<file path="src/rtl/wb_host_master.sv">
// wb_host_master: Wishbone classic single-transfer initiator.
// Commands arrive on a valid/ready stream and are buffered in a small FIFO.
// They are issued one at a time on the bus, each guarded by an ack timeout.
// Each command yields exactly one response, in command order.
module wb_host_master #(
  parameter int unsigned CMD_DEPTH      = 4,
  parameter int unsigned TIMEOUT_CYCLES = 255
) (
  input  logic        clk,
  input  logic        rst_n,
  // command stream
  input  logic        cmd_valid,
  output logic        cmd_ready,
  input  logic        cmd_we,
  input  logic [31:0] cmd_addr,
  input  logic [31:0] cmd_wdata,
  // response stream
  output logic        rsp_valid,
  input  logic        rsp_ready,
  output logic [31:0] rsp_rdata,
  output logic        rsp_err,
  // wishbone initiator
  output logic        wb_cyc,
  output logic        wb_stb,
  output logic        wb_we,
  output logic [31:0] wb_addr,
  output logic [31:0] wb_wdata,
  input  logic [31:0] wb_rdata,
  input  logic        wb_ack,
  // status
  output logic        busy,
  output logic [15:0] timeout_count
);

  localparam int unsigned        PTR_W        = $clog2(CMD_DEPTH);
  localparam logic [PTR_W:0]     DEPTH_CNT    = (PTR_W+1)'(CMD_DEPTH);
  localparam logic [PTR_W:0]     CNT_ONE      = (PTR_W+1)'(1);
  localparam logic [PTR_W-1:0]   PTR_ONE      = PTR_W'(1);
  localparam logic [15:0]        TIMEOUT_LAST = 16'(TIMEOUT_CYCLES - 1);

  typedef struct packed {
    logic        we;
    logic [31:0] addr;
    logic [31:0] wdata;
  } cmd_t;

  typedef enum logic [1:0] {
    ST_IDLE,
    ST_REQ,
    ST_RSP
  } state_t;

  // ---------------------------------------------------------------------------
  // Command FIFO
  // ---------------------------------------------------------------------------
  cmd_t             fifo_mem [CMD_DEPTH];
  cmd_t             cmd_in;
  cmd_t             head;
  logic [PTR_W-1:0] wr_ptr_q, wr_ptr_d;
  logic [PTR_W-1:0] rd_ptr_q, rd_ptr_d;
  logic [PTR_W:0]   count_q, count_d;
  logic             push;
  logic             pop;

  // FSM and registered outputs
  state_t      state_q, state_d;
  logic [15:0] wait_q, wait_d;
  logic        cyc_q, cyc_d;
  logic        we_q, we_d;
  logic [31:0] addr_q, addr_d;
  logic [31:0] wdata_q, wdata_d;
  logic        rsp_valid_q, rsp_valid_d;
  logic [31:0] rsp_rdata_q, rsp_rdata_d;
  logic        rsp_err_q, rsp_err_d;
  logic [15:0] timeout_count_q, timeout_count_d;
  logic        cmd_ready_q, cmd_ready_d;
  logic        busy_q, busy_d;

  assign cmd_in = '{we: cmd_we, addr: cmd_addr, wdata: cmd_wdata};
  assign head   = fifo_mem[rd_ptr_q];

  // cmd_ready_q always mirrors "not full", so this never overflows.
  assign push = cmd_valid && cmd_ready_q;
  // The head is taken only when the FSM is ready to start a new transfer.
  assign pop  = (state_q == ST_IDLE) && (count_q != '0);

  // Store the accepted command in the slot under the write pointer.
  // NOTE: the storage array has no reset; emptiness is defined by count_q,
  // so stale entries are never read and resetting them would only cost flops.
  always_ff @(posedge clk) begin
    if (push) begin
      fifo_mem[wr_ptr_q] <= cmd_in;
    end
  end

  // Pointer and occupancy bookkeeping; pointers wrap because depth is 2^n.
  always_comb begin
    wr_ptr_d = push ? wr_ptr_q + PTR_ONE : wr_ptr_q;
    rd_ptr_d = pop  ? rd_ptr_q + PTR_ONE : rd_ptr_q;
    unique case ({push, pop})
      2'b10:   count_d = count_q + CNT_ONE;
      2'b01:   count_d = count_q - CNT_ONE;
      default: count_d = count_q;
    endcase
  end

  // ---------------------------------------------------------------------------
  // Transfer FSM: IDLE -> REQ (wait for ack or timeout) -> RSP (handshake)
  // ---------------------------------------------------------------------------
  // Next-state and next-output logic for the bus, response and status flops.
  // NOTE: every variable gets a hold value first, so branches that do not
  // assign it keep the old value instead of inferring a latch.
  always_comb begin
    state_d         = state_q;
    wait_d          = wait_q;
    cyc_d           = cyc_q;
    we_d            = we_q;
    addr_d          = addr_q;
    wdata_d         = wdata_q;
    rsp_valid_d     = rsp_valid_q;
    rsp_rdata_d     = rsp_rdata_q;
    rsp_err_d       = rsp_err_q;
    timeout_count_d = timeout_count_q;

    unique case (state_q)
      ST_IDLE: begin
        if (pop) begin
          we_d    = head.we;
          addr_d  = head.addr;
          wdata_d = head.wdata;
          cyc_d   = 1'b1;
          wait_d  = '0;
          state_d = ST_REQ;
        end
      end

      ST_REQ: begin
        // An ack on the same edge as the limit wins over the timeout.
        if (wb_ack) begin
          cyc_d       = 1'b0;
          rsp_rdata_d = we_q ? 32'h0 : wb_rdata;
          rsp_err_d   = 1'b0;
          rsp_valid_d = 1'b1;
          state_d     = ST_RSP;
        end else if (wait_q == TIMEOUT_LAST) begin
          cyc_d       = 1'b0;
          rsp_rdata_d = 32'h0;
          rsp_err_d   = 1'b1;
          rsp_valid_d = 1'b1;
          if (timeout_count_q != 16'hFFFF) begin
            timeout_count_d = timeout_count_q + 16'd1;
          end
          state_d     = ST_RSP;
        end else begin
          wait_d = wait_q + 16'd1;
        end
      end

      ST_RSP: begin
        // The stale repeat ack from the slave lands here and is ignored.
        if (rsp_valid_q && rsp_ready) begin
          rsp_valid_d = 1'b0;
          state_d     = ST_IDLE;
        end
      end

      default: begin
        state_d = ST_IDLE;
        cyc_d   = 1'b0;
      end
    endcase

    cmd_ready_d = (count_d != DEPTH_CNT);
    busy_d      = (count_d != '0) || (state_d != ST_IDLE);
  end

  // State register; reset empties the FIFO and idles the bus immediately.
  // NOTE: sequential state uses non-blocking assignments so every flop
  // samples pre-edge values regardless of process ordering.
  always_ff @(posedge clk or negedge rst_n) begin
    if (!rst_n) begin
      wr_ptr_q        <= '0;
      rd_ptr_q        <= '0;
      count_q         <= '0;
      state_q         <= ST_IDLE;
      wait_q          <= '0;
      cyc_q           <= 1'b0;
      we_q            <= 1'b0;
      addr_q          <= '0;
      wdata_q         <= '0;
      rsp_valid_q     <= 1'b0;
      rsp_rdata_q     <= '0;
      rsp_err_q       <= 1'b0;
      timeout_count_q <= '0;
      cmd_ready_q     <= 1'b0;
      busy_q          <= 1'b0;
    end else begin
      wr_ptr_q        <= wr_ptr_d;
      rd_ptr_q        <= rd_ptr_d;
      count_q         <= count_d;
      state_q         <= state_d;
      wait_q          <= wait_d;
      cyc_q           <= cyc_d;
      we_q            <= we_d;
      addr_q          <= addr_d;
      wdata_q         <= wdata_d;
      rsp_valid_q     <= rsp_valid_d;
      rsp_rdata_q     <= rsp_rdata_d;
      rsp_err_q       <= rsp_err_d;
      timeout_count_q <= timeout_count_d;
      cmd_ready_q     <= cmd_ready_d;
      busy_q          <= busy_d;
    end
  end

  assign cmd_ready     = cmd_ready_q;
  assign rsp_valid     = rsp_valid_q;
  assign rsp_rdata     = rsp_rdata_q;
  assign rsp_err       = rsp_err_q;
  assign wb_cyc        = cyc_q;
  assign wb_stb        = cyc_q;
  assign wb_we         = we_q;
  assign wb_addr       = addr_q;
  assign wb_wdata      = wdata_q;
  assign busy          = busy_q;
  assign timeout_count = timeout_count_q;

endmodule

</file>
<file path="config.mk">
export PLATFORM = sky130hd
export DESIGN_NAME = wb_host_master
export DESIGN_NICKNAME = d
export VERILOG_FILES = /design/src/rtl/wb_host_master.sv
export SDC_FILE = /design/constraint.sdc
export NUM_CORES = 1
export LEC_CHECK = 0
export ABC_AREA = 1
export CAP_MARGIN = 20
export CORE_MARGIN = 5
export CORE_UTILIZATION = 34
export DETAILED_ROUTE_END_ITERATION = 6
export DONT_BUFFER_PORTS = 1
export SYNTH_ARGS = -nofsm -noshare
export SYNTH_HDL_FRONTEND = slang
export SYNTH_SLANG_ARGS = --single-unit
export TNS_END_PERCENT = 30
</file>
<file path="constraint.sdc">
create_clock -name clk -period 4.4 [get_ports clk]
set_clock_uncertainty 0.15 [all_clocks]
set_input_delay 0.44 -clock clk [delete_from_list [all_inputs] [get_ports clk]]
set_output_delay 0.44 -clock clk [all_outputs]
set_load 0.005 [all_outputs]
</file>
== After elaboration in Yosys (flattened, before gate mapping) ==
Memory sizes are Yosys's and may differ from the RTL's. A register that Yosys moved wholly into a read port is not among the register bits.
Cells that the tools add are included.

* Flip-flop bits (word level): 78
* Memories kept: 1
* Output and inout bits: 119
* Logic and storage cells: 75
* RAM bits: 260

* Equality and inequality tests: 12
* Add/subtract/negate cells: 6
* Reduce and logical (&&, ||, !) cells: 18
* Bitwise gates (word level): 2
* Mux-type cells: 24

{| class="wikitable"
|+ Memory list
! name !! depth !! width !! rd ports !! clocked after Yosys merged registers in !! write ports !! line !! RTL
|-
| fifo_mem || 4 || 65 || 1 || 1 || 1 || 56 || <nowiki>cmd_t fifo_mem [CMD_DEPTH];</nowiki>
|}

{| class="wikitable"
|+ Operator list
! cell !! number
|-
| two-way mux 32 bit || 3
|-
| two-way mux 16 bit || 3
|-
| adder 16 x 1 -> 16 bit, second input constant || 2
|-
| one-hot mux 16 bit (2 select lines) || 1
|-
| equality test 16 x 8 -> 1 bit, second input constant || 1
|-
| != test 16 bit, second input constant || 1
|-
| two-way mux 1 bit || 9
|-
| two-way mux 2 bit || 4
|-
| != test 2 bit, second input constant || 4
|-
| AND reduction 4 bit || 2
|-
| nonzero test 2 bit || 4
|-
| != test 3 bit, second input constant || 2
|-
| one-hot mux 2 bit (3 select lines) || 1
|-
| one-hot mux 3 bit (2 select lines) || 1
|-
| AND reduction 3 bit || 2
|-
| nonzero test 3 bit || 2
|-
| adder 2 x 1 -> 2 bit, second input constant || 2
|-
| equality test 2 x 1 -> 1 bit, second input constant || 2
|-
| equality test 2 bit, second input constant || 2
|-
| AND reduction 2 bit || 2
|-
| adder 3 x 1 -> 3 bit, second input constant || 1
|-
| logical AND 1 bit || 3
|-
| one-hot mux 1 bit (3 select lines) || 1
|-
| subtractor 3 x 1 -> 3 bit, second input constant || 1
|-
| other kinds (5) || 6
|}

== Logic depth before layout (Yosys ltp) ==
* Depth in word-level cells: 6
* Gate-level depth with buffers: 15
* Gate-level depth less buffers: 13

== Worst setup path before layout ==
No wires, ideal clock.

* Path kind: reg2reg
* Start: register wr_ptr_q[0]
* End: memory fifo_mem[2][0] in the netlist's numbering (enable)
* Stages on the path, launching flop included: 5
* Clock period less this slack: 4,006 ps
* Data arrival time: 3,368 ps
* Path slack: 394 ps
* Required time: 3,761 ps
* Path buffers: 0
* Cells stage by stage: dfrtp_1 inv_1 ha_1 inv_1 nor2_1

{| class="wikitable"
|+ RTL lines
! item !! line !! RTL
|-
| start: declaration || 59 || <nowiki>logic [PTR_W-1:0] wr_ptr_q, wr_ptr_d;</nowiki>
|-
| start signal: assignment || 198 || <nowiki>wr_ptr_q <= wr_ptr_d;</nowiki>
|-
| end: declaration || 56 ||
|}

No word-level cell before the write port.

== Final worst setup path ==
* Start: register state_q[1]
* End: register addr_q[20] (netlist: wb_addr[20])

* Longest elaborated chain between the ends: 3

{| class="wikitable"
|+ RTL lines
! item !! line !! RTL
|-
| start: declaration || 66 || <nowiki>state_t state_q, state_d;</nowiki>
|-
| start signal: assignment || 201 || <nowiki>state_q <= state_d;</nowiki>
|-
| logical NOT 2 bit (*) || 85, 125 ||
|-
| logical AND 1 bit || 85 || <nowiki>assign pop = (state_q == ST_IDLE) && (count_q != '0);</nowiki>
|-
| AND reduction 2 bit (no line) (*) || -- ||
|-
| end signal: assignment || 205 || <nowiki>addr_q <= addr_d;</nowiki>
|-
| end: declaration || 70 || <nowiki>logic [31:0] addr_q, addr_d;</nowiki>
|}

Every way passes the cells marked *; elsewhere a longest branch is shown, timed or not.
A chain may end at the register's enable or synchronous reset.

==> flow_summary_export.csv <==
group,metric,value,unit
logic_synthesis,yosys.area.top_type,"edfxtp_1",
logic_synthesis,synth_mux_area_frac,0,
clock_network,clk_pin_slew,0.06,ns
clock_network,cts_tree,"yes",
logic_synthesis,synthAdderAreaFrac,0.007486,
place,place.gp.congestion,0.8639,
route,drcViolationCount,0,
route,wire_per_inst,17.61,µm
floorplan,die-area,51640,µm²
place,dp.cells,1973,
min_path,min_path_type,"input port to flop",
grt,grt_overflow,0,
logic_synthesis,seq_area_frac_synth,0.7096,
floorplan,start_util,0.3439,
logic_synthesis,postSynth.asyncResetShare,0.3548,
timing,period_share,0.6038,
logic_synthesis,syn-num-nets,1535,
logic_synthesis,yosys.area_share.xor_xnor,0.01310,
pwr,power_density,680.8,nW/µm²
worst_setup_path,cp-end-kind,"flop",
grt,grtUsageTotal,0.1454,
flow_run,cap_violations,0,
logic_synthesis,synth_area,16050,µm²
cells_and_area,seqCellArea,11390,µm²
floorplan,die_h,227.2,µm
route,drtPass1Iterations,5,
cells_and_area,stdcell_count,2162,
pwr,leakage,0.007268,µW
logic_synthesis,synth_seq_cells,403,
route,drt-initial-drc-count,633,
clock_network,h-tree-depth,2,
route,vias,10369,
grt,grt_max_degree,144,
run_status,status,"complete, no violations",
timing,max_freq,0.3764,GHz
logic_synthesis,synth-edff-count,260,
worst_setup_path,cp_max_fo,70,
place,io_buffers,0,
route,avgViaCountPerCell,4.796,
logic_synthesis,postSynthAreaPerCell,11.27,µm²
floorplan,die_w,227.2,µm
cells_and_area,multi_input_area,4178,µm²
place,place_area,16600,µm²
clock_network,clock_latency,0.57,ns
timing,worst_slack,1.743,ns
logic_synthesis,synth_area_leaders,"edfxtp_1 49%, dfrtp_1 22%, nor2_1 8.9%",
grt,grt_pass1_vias,10347,
floorplan,rows,79,
cells_and_area,stdcell_area,19270,µm²
cells_and_area,area_delta_synth_final,20.12,%
route,routed_wl,38.08,mm
cells_and_area,most-common-layout-cells,"376 x nor2_1, 260 x edfxtp_1, 223 x nand2_1",
worst_setup_path,cp_slowest_cell,"buf_4",
place,place_ws,1.720,ns
worst_setup_path,max_stage_delay,0.68,ns
worst_setup_path,crit_type,"flop to flop",
clock_network,cts_root_buffer,"clkbuf_16",
cells_and_area,drive_gt1_frac,0.08124,
clock_network,cts_resized,0,
timing,worst_slew_pin_slew,1.105,ns
grt,grt_antenna_before_repair,8,
timing,drv_slew,0,
clock_network,numCtsBuffers,45,
timing,setup_violations,0,
floorplan,core,46650,µm²
cells_and_area,num-fill-cells,4325,
floorplan,pin_count,221,
timing,layout_min_cycle_time,2.657,ns
worst_setup_path,startpoint_type,"flop",
place,dp_hpwl,21.74,mm
logic_synthesis,synth_top_family_by_area,"simple AND/OR/NAND/NOR gates",
route,drt.antenna.violating_nets,0,
worst_setup_path,critPathArrivalTime,2.98,ns
clock_network,cts_buffer_depth,3,
logic_synthesis,synth_compound_area_frac,0.07431,
worst_setup_path,cp.required,4.73,ns
pwr,total_power,13120,µW
timing,tns,0,ns
cells_and_area,final_common_cell,"nor2_1",
logic_synthesis,synth_cell_types,35,
cells_and_area,fin_nets,1626,
logic_synthesis,netlist.area_leader.share,0.4866,
logic_synthesis,yosys.area_share.simple,0.1632,
timing,hold_viol,0,
logic_synthesis,ys.flop_type,"edfxtp_1",
worst_setup_path,crit_path_cell_trace,"nor2_1, nand2_1, inv_4, buf_4, buf_4, nor2_1, a31oi_1",
timing,slew-limit-headroom,0.2633,
logic_synthesis,synth_warnings,0,
timing,rsz0062_at_grt,"no",
pwr,peakVddDrop,391.7,µV
logic_synthesis,syn_inst,1424,
grt,grt_pass1_wl,58.87,mm
clock_network,cts_sinks,403,
==> registers in the layout (all words and copies together), names as in the netlist, 2 cells and up <==
signal and cells:
count_q 3, fifo_mem 260, rd_ptr_q 2, rsp_rdata 32, state_q 2, timeout_count 16, wait_q 16, wb_addr 32
wb_wdata 32, wr_ptr_q 2
==> synth_stat cells (all sizes together) (5+ instances only) <==
library cell	n
a21oi	5
a31oi	65
buf	41
clkbuf	29
dfrtp	143
edfxtp	260
ha	8
inv	40
nand2	236
nand3	29
nand4	8
nor2	385
o21ai	146
xnor2	9
xor2	15
==> metrics by stage <==
stage | hold WS (ns) | util
6_report | 0.1928 | 0.4131
4_1_cts | 0.1646 | 0.4124
5_1_grt | 0.2190 | 0.4131
3_3_place_gp | -0.001562 | 0.3555
2_1_floorplan | -0.005591 | -
3_5_place_dp | -0.001455 | 0.3559
==> kinds of logic after synthesis <==
logic type / after synthesis
simple gates: 660
flops: 403
compound gates: 217
buf+inv: 111
xor+xnor: 24
fa+ha+maj: 9
==> final cells by class <==
cell class              count  area share
flip-flops and latches    403      0.5911
multi-input cells         910      0.2168
clock buffers              63     0.06771
repair buffers            114     0.06063
well taps                 607     0.03941
clock inverters            20     0.01558
inverters                  41    0.008245
diodes                      4   0.0005193
==> worst max-delay path: cells and delay by family, from the launching register on <==
kind	cells	cell delay [ns]
AOI/OAI and AO/OA	1	0.18
buffers and inverters	3	1.43
DFF	1	0.41
and+or+nand+nor	3	0.35
==> power by group <==
part	switching [µW]	total [µW]	internal, µW
registers	736	5830	5100
logic	2250	3280	1040
clock network	1520	4000	2480
total	4500	13100	8620
==> final timing paths <==
check / from / endpoint / cells after the start / slack [ns]
max: state_q[1] / wb_addr[20] / 7 / 1.74
min: wb_ack / wait_q[12] / 3 / 0.19
max reg2reg: state_q[1] / wb_addr[20] / 7 / 1.74
min reg2reg: rsp_rdata[30] / rsp_rdata[30] / 2 / 0.36
max in group asynchronous: rst_n / rd_ptr_q[0] / 2 / 3.07
min in group asynchronous: rst_n / rsp_rdata[13] / 2 / 0.41
==> per-layer routing <==
| layer | GRT usage | share of wire | vias to the layer above |
|---|---|---|---|
| met5 | 0 | 0.0011 | - |
| met4 | 0.04167 | 0.021 | 8 |
| met3 | 0.05648 | 0.088 | 69 |
| met2 | 0.2451 | 0.47 | 266 |
| met1 | 0.1746 | 0.42 | 4998 |
| li1 | - | - | 5028 |
==> timing repair <==
action / 4_1_cts / 5_1_grt
buffers inserted: 0 / 0
hold buffers: 101 / 0
endpoints found under the hold margin: 442 / 0
No activity file was read; power rests on OpenSTA's default activity.
==> RTL edit, RTL diff (config.mk and constraints unchanged) <==
Change the parameter `CMD_DEPTH` from 4 to 2.
--- a/src/rtl/wb_host_master.sv
+++ b/src/rtl/wb_host_master.sv
@@ -3,7 +3,7 @@
 // They are issued one at a time on the bus, each guarded by an ack timeout.
 // Each command yields exactly one response, in command order.
 module wb_host_master #(
-  parameter int unsigned CMD_DEPTH      = 4,
+  parameter int unsigned CMD_DEPTH      = 2,
   parameter int unsigned TIMEOUT_CYCLES = 255
 ) (
   input  logic        clk,
Formal check against the unedited RTL: not equivalent (Yosys sat finds a counterexample within 10 cycles, from zero or initial values and one cycle with rst_n low).
==> RTL edit against the unedited design <==
- critical endpoint is now busy
- critical path depth increased by 1
- design area decreased by 32%
- utilization increased by 1.3 points
- sequential cell count decreased by 133
- worst hold slack got worse by 120 ps
- area after synthesis decreased by 34%
- worst setup slack improved by 200 ps
- non-clock buffer count decreased by 5
- sequential share of layout area decreased by 2.6 points
- power decreased by 35%
- routed wire length decreased by 36%
==> RTL edit: results <==
group,metric,value,unit
run_status,status,"completed",
global_routing,use_met2,22.63,%
placement,dp.cells,1342,
setup_path,slowest_stage,"inv_4",
cells_and_area,final_cells,1501,
placement,place_area,11010,um2
cells_and_area,clkbuf_count,39,
synth,synth_area_leaders,"edfxtp_1, dfrtp_1, nand2_1",
synth,syn_inst,979,
setup_path,rr_worst_depth,8,
setup_path,cp.arrival,2700,ps
cells_and_area,drive_gt1_share,8.167,%
clocking,cts_htree_levels,1,
sta,tightest_slew,954.6,ps
setup_path,critPathMaxFanout,78,
cells_and_area,nets,1185,
setup_path,r2r_slack,1940,ps
clocking,cts_buffers,30,
synth,synth_cell_types,32,
cells_and_area,signal_buffers,109,
global_routing,grt_max_degree,141,
cells_and_area,seq_share,56.49,%
cells_and_area,multi_input_area,2913,um2
detailed_routing,drtIter0Drc,325,
placement,place_hpwl,15.37,mm
detailed_routing,drt-pass1-iter-count,4,
cells_and_area,clk_share,8.110,%
worst_hold_path,whs_endpoint,"wait_q[2]",
setup_path,worstReg2RegStart,"state_q[0]",
cells_and_area,antenna-diode-count,3,
detailed_routing,wl_met2,11.71,mm
placement,gp_congestion,0.8011,
cells_and_area,buffer_area_share,8.358,%
global_routing,gr-usage-met3,5.935,%
synth,ys_seq_area_share,69.62,%
synth,async_flop_share,51.85,%
cells_and_area,multi_input_area_share,22.21,%
global_routing,antenna_found_initial,3,
global_routing,met1_usage,16.07,%
power,ir_drop,0.4438,mV
detailed_routing,top_layer,"met4",
synth,syn_nets,1085,
detailed_routing,dr_wl_met3,2.478,mm
setup_path,r2r-end,"busy",
cells_and_area,largest_reg_flops,130,
cells_and_area,multi_input_gates,634,
global_routing,globalRouteTotalUtil,13.42,%
synth,synth_top_area_share,36.69,%
global_routing,grt_pass1_vias,6857,
cells_and_area,num-nonclk-inverters,34,
detailed_routing,vias,7013,
die,die_x,186.9,um
synth,ys_top_cells_by_count,"nand2_1, dfrtp_1, edfxtp_1, nor2_1, a31oi_1",
detailed_routing,routedWlPerCell,16.36,um
RTL edit: changes by cell type after synthesis, moves of 7 or more:
cell / change
clkbuf_1: -7
nand2_1: +131
o21ai_0: -128
buf_2: -18
nor2_1: -273
edfxtp_1: -130
RTL edit: logic make-up (layout without fill, tap and decap cells):
logic type	after synthesis	in the layout	synth area share [%]
XOR/XNOR	22	22	1.811
flip-flops	270	270	69.62
adder cells (fa/ha/maj)	4	4	0.4704
buffers and inverters	75	198	3.199
AO/OA/AOI/OAI	88	88	5.104
other	0	3	0
AND/OR/NAND/NOR	520	520	19.79
RTL edit: worst max path at each step:
stage,start,to,slack (ps)
global placement,state_q[0],busy,1970
floorplan,cmd_valid,fifo_mem[0][0],490
finish,state_q[0],busy,1940
global route,state_q[0],busy,1670
detailed placement,state_q[0],busy,1920
CTS,state_q[0],busy,1890
RTL edit: power by group:
group	total, mW	internal (mW)	switching (mW)
logic	1.93	0.609	1.32
clock network	2.61	1.59	1.02
registers	4.03	3.47	0.564
total	8.58	5.67	2.91
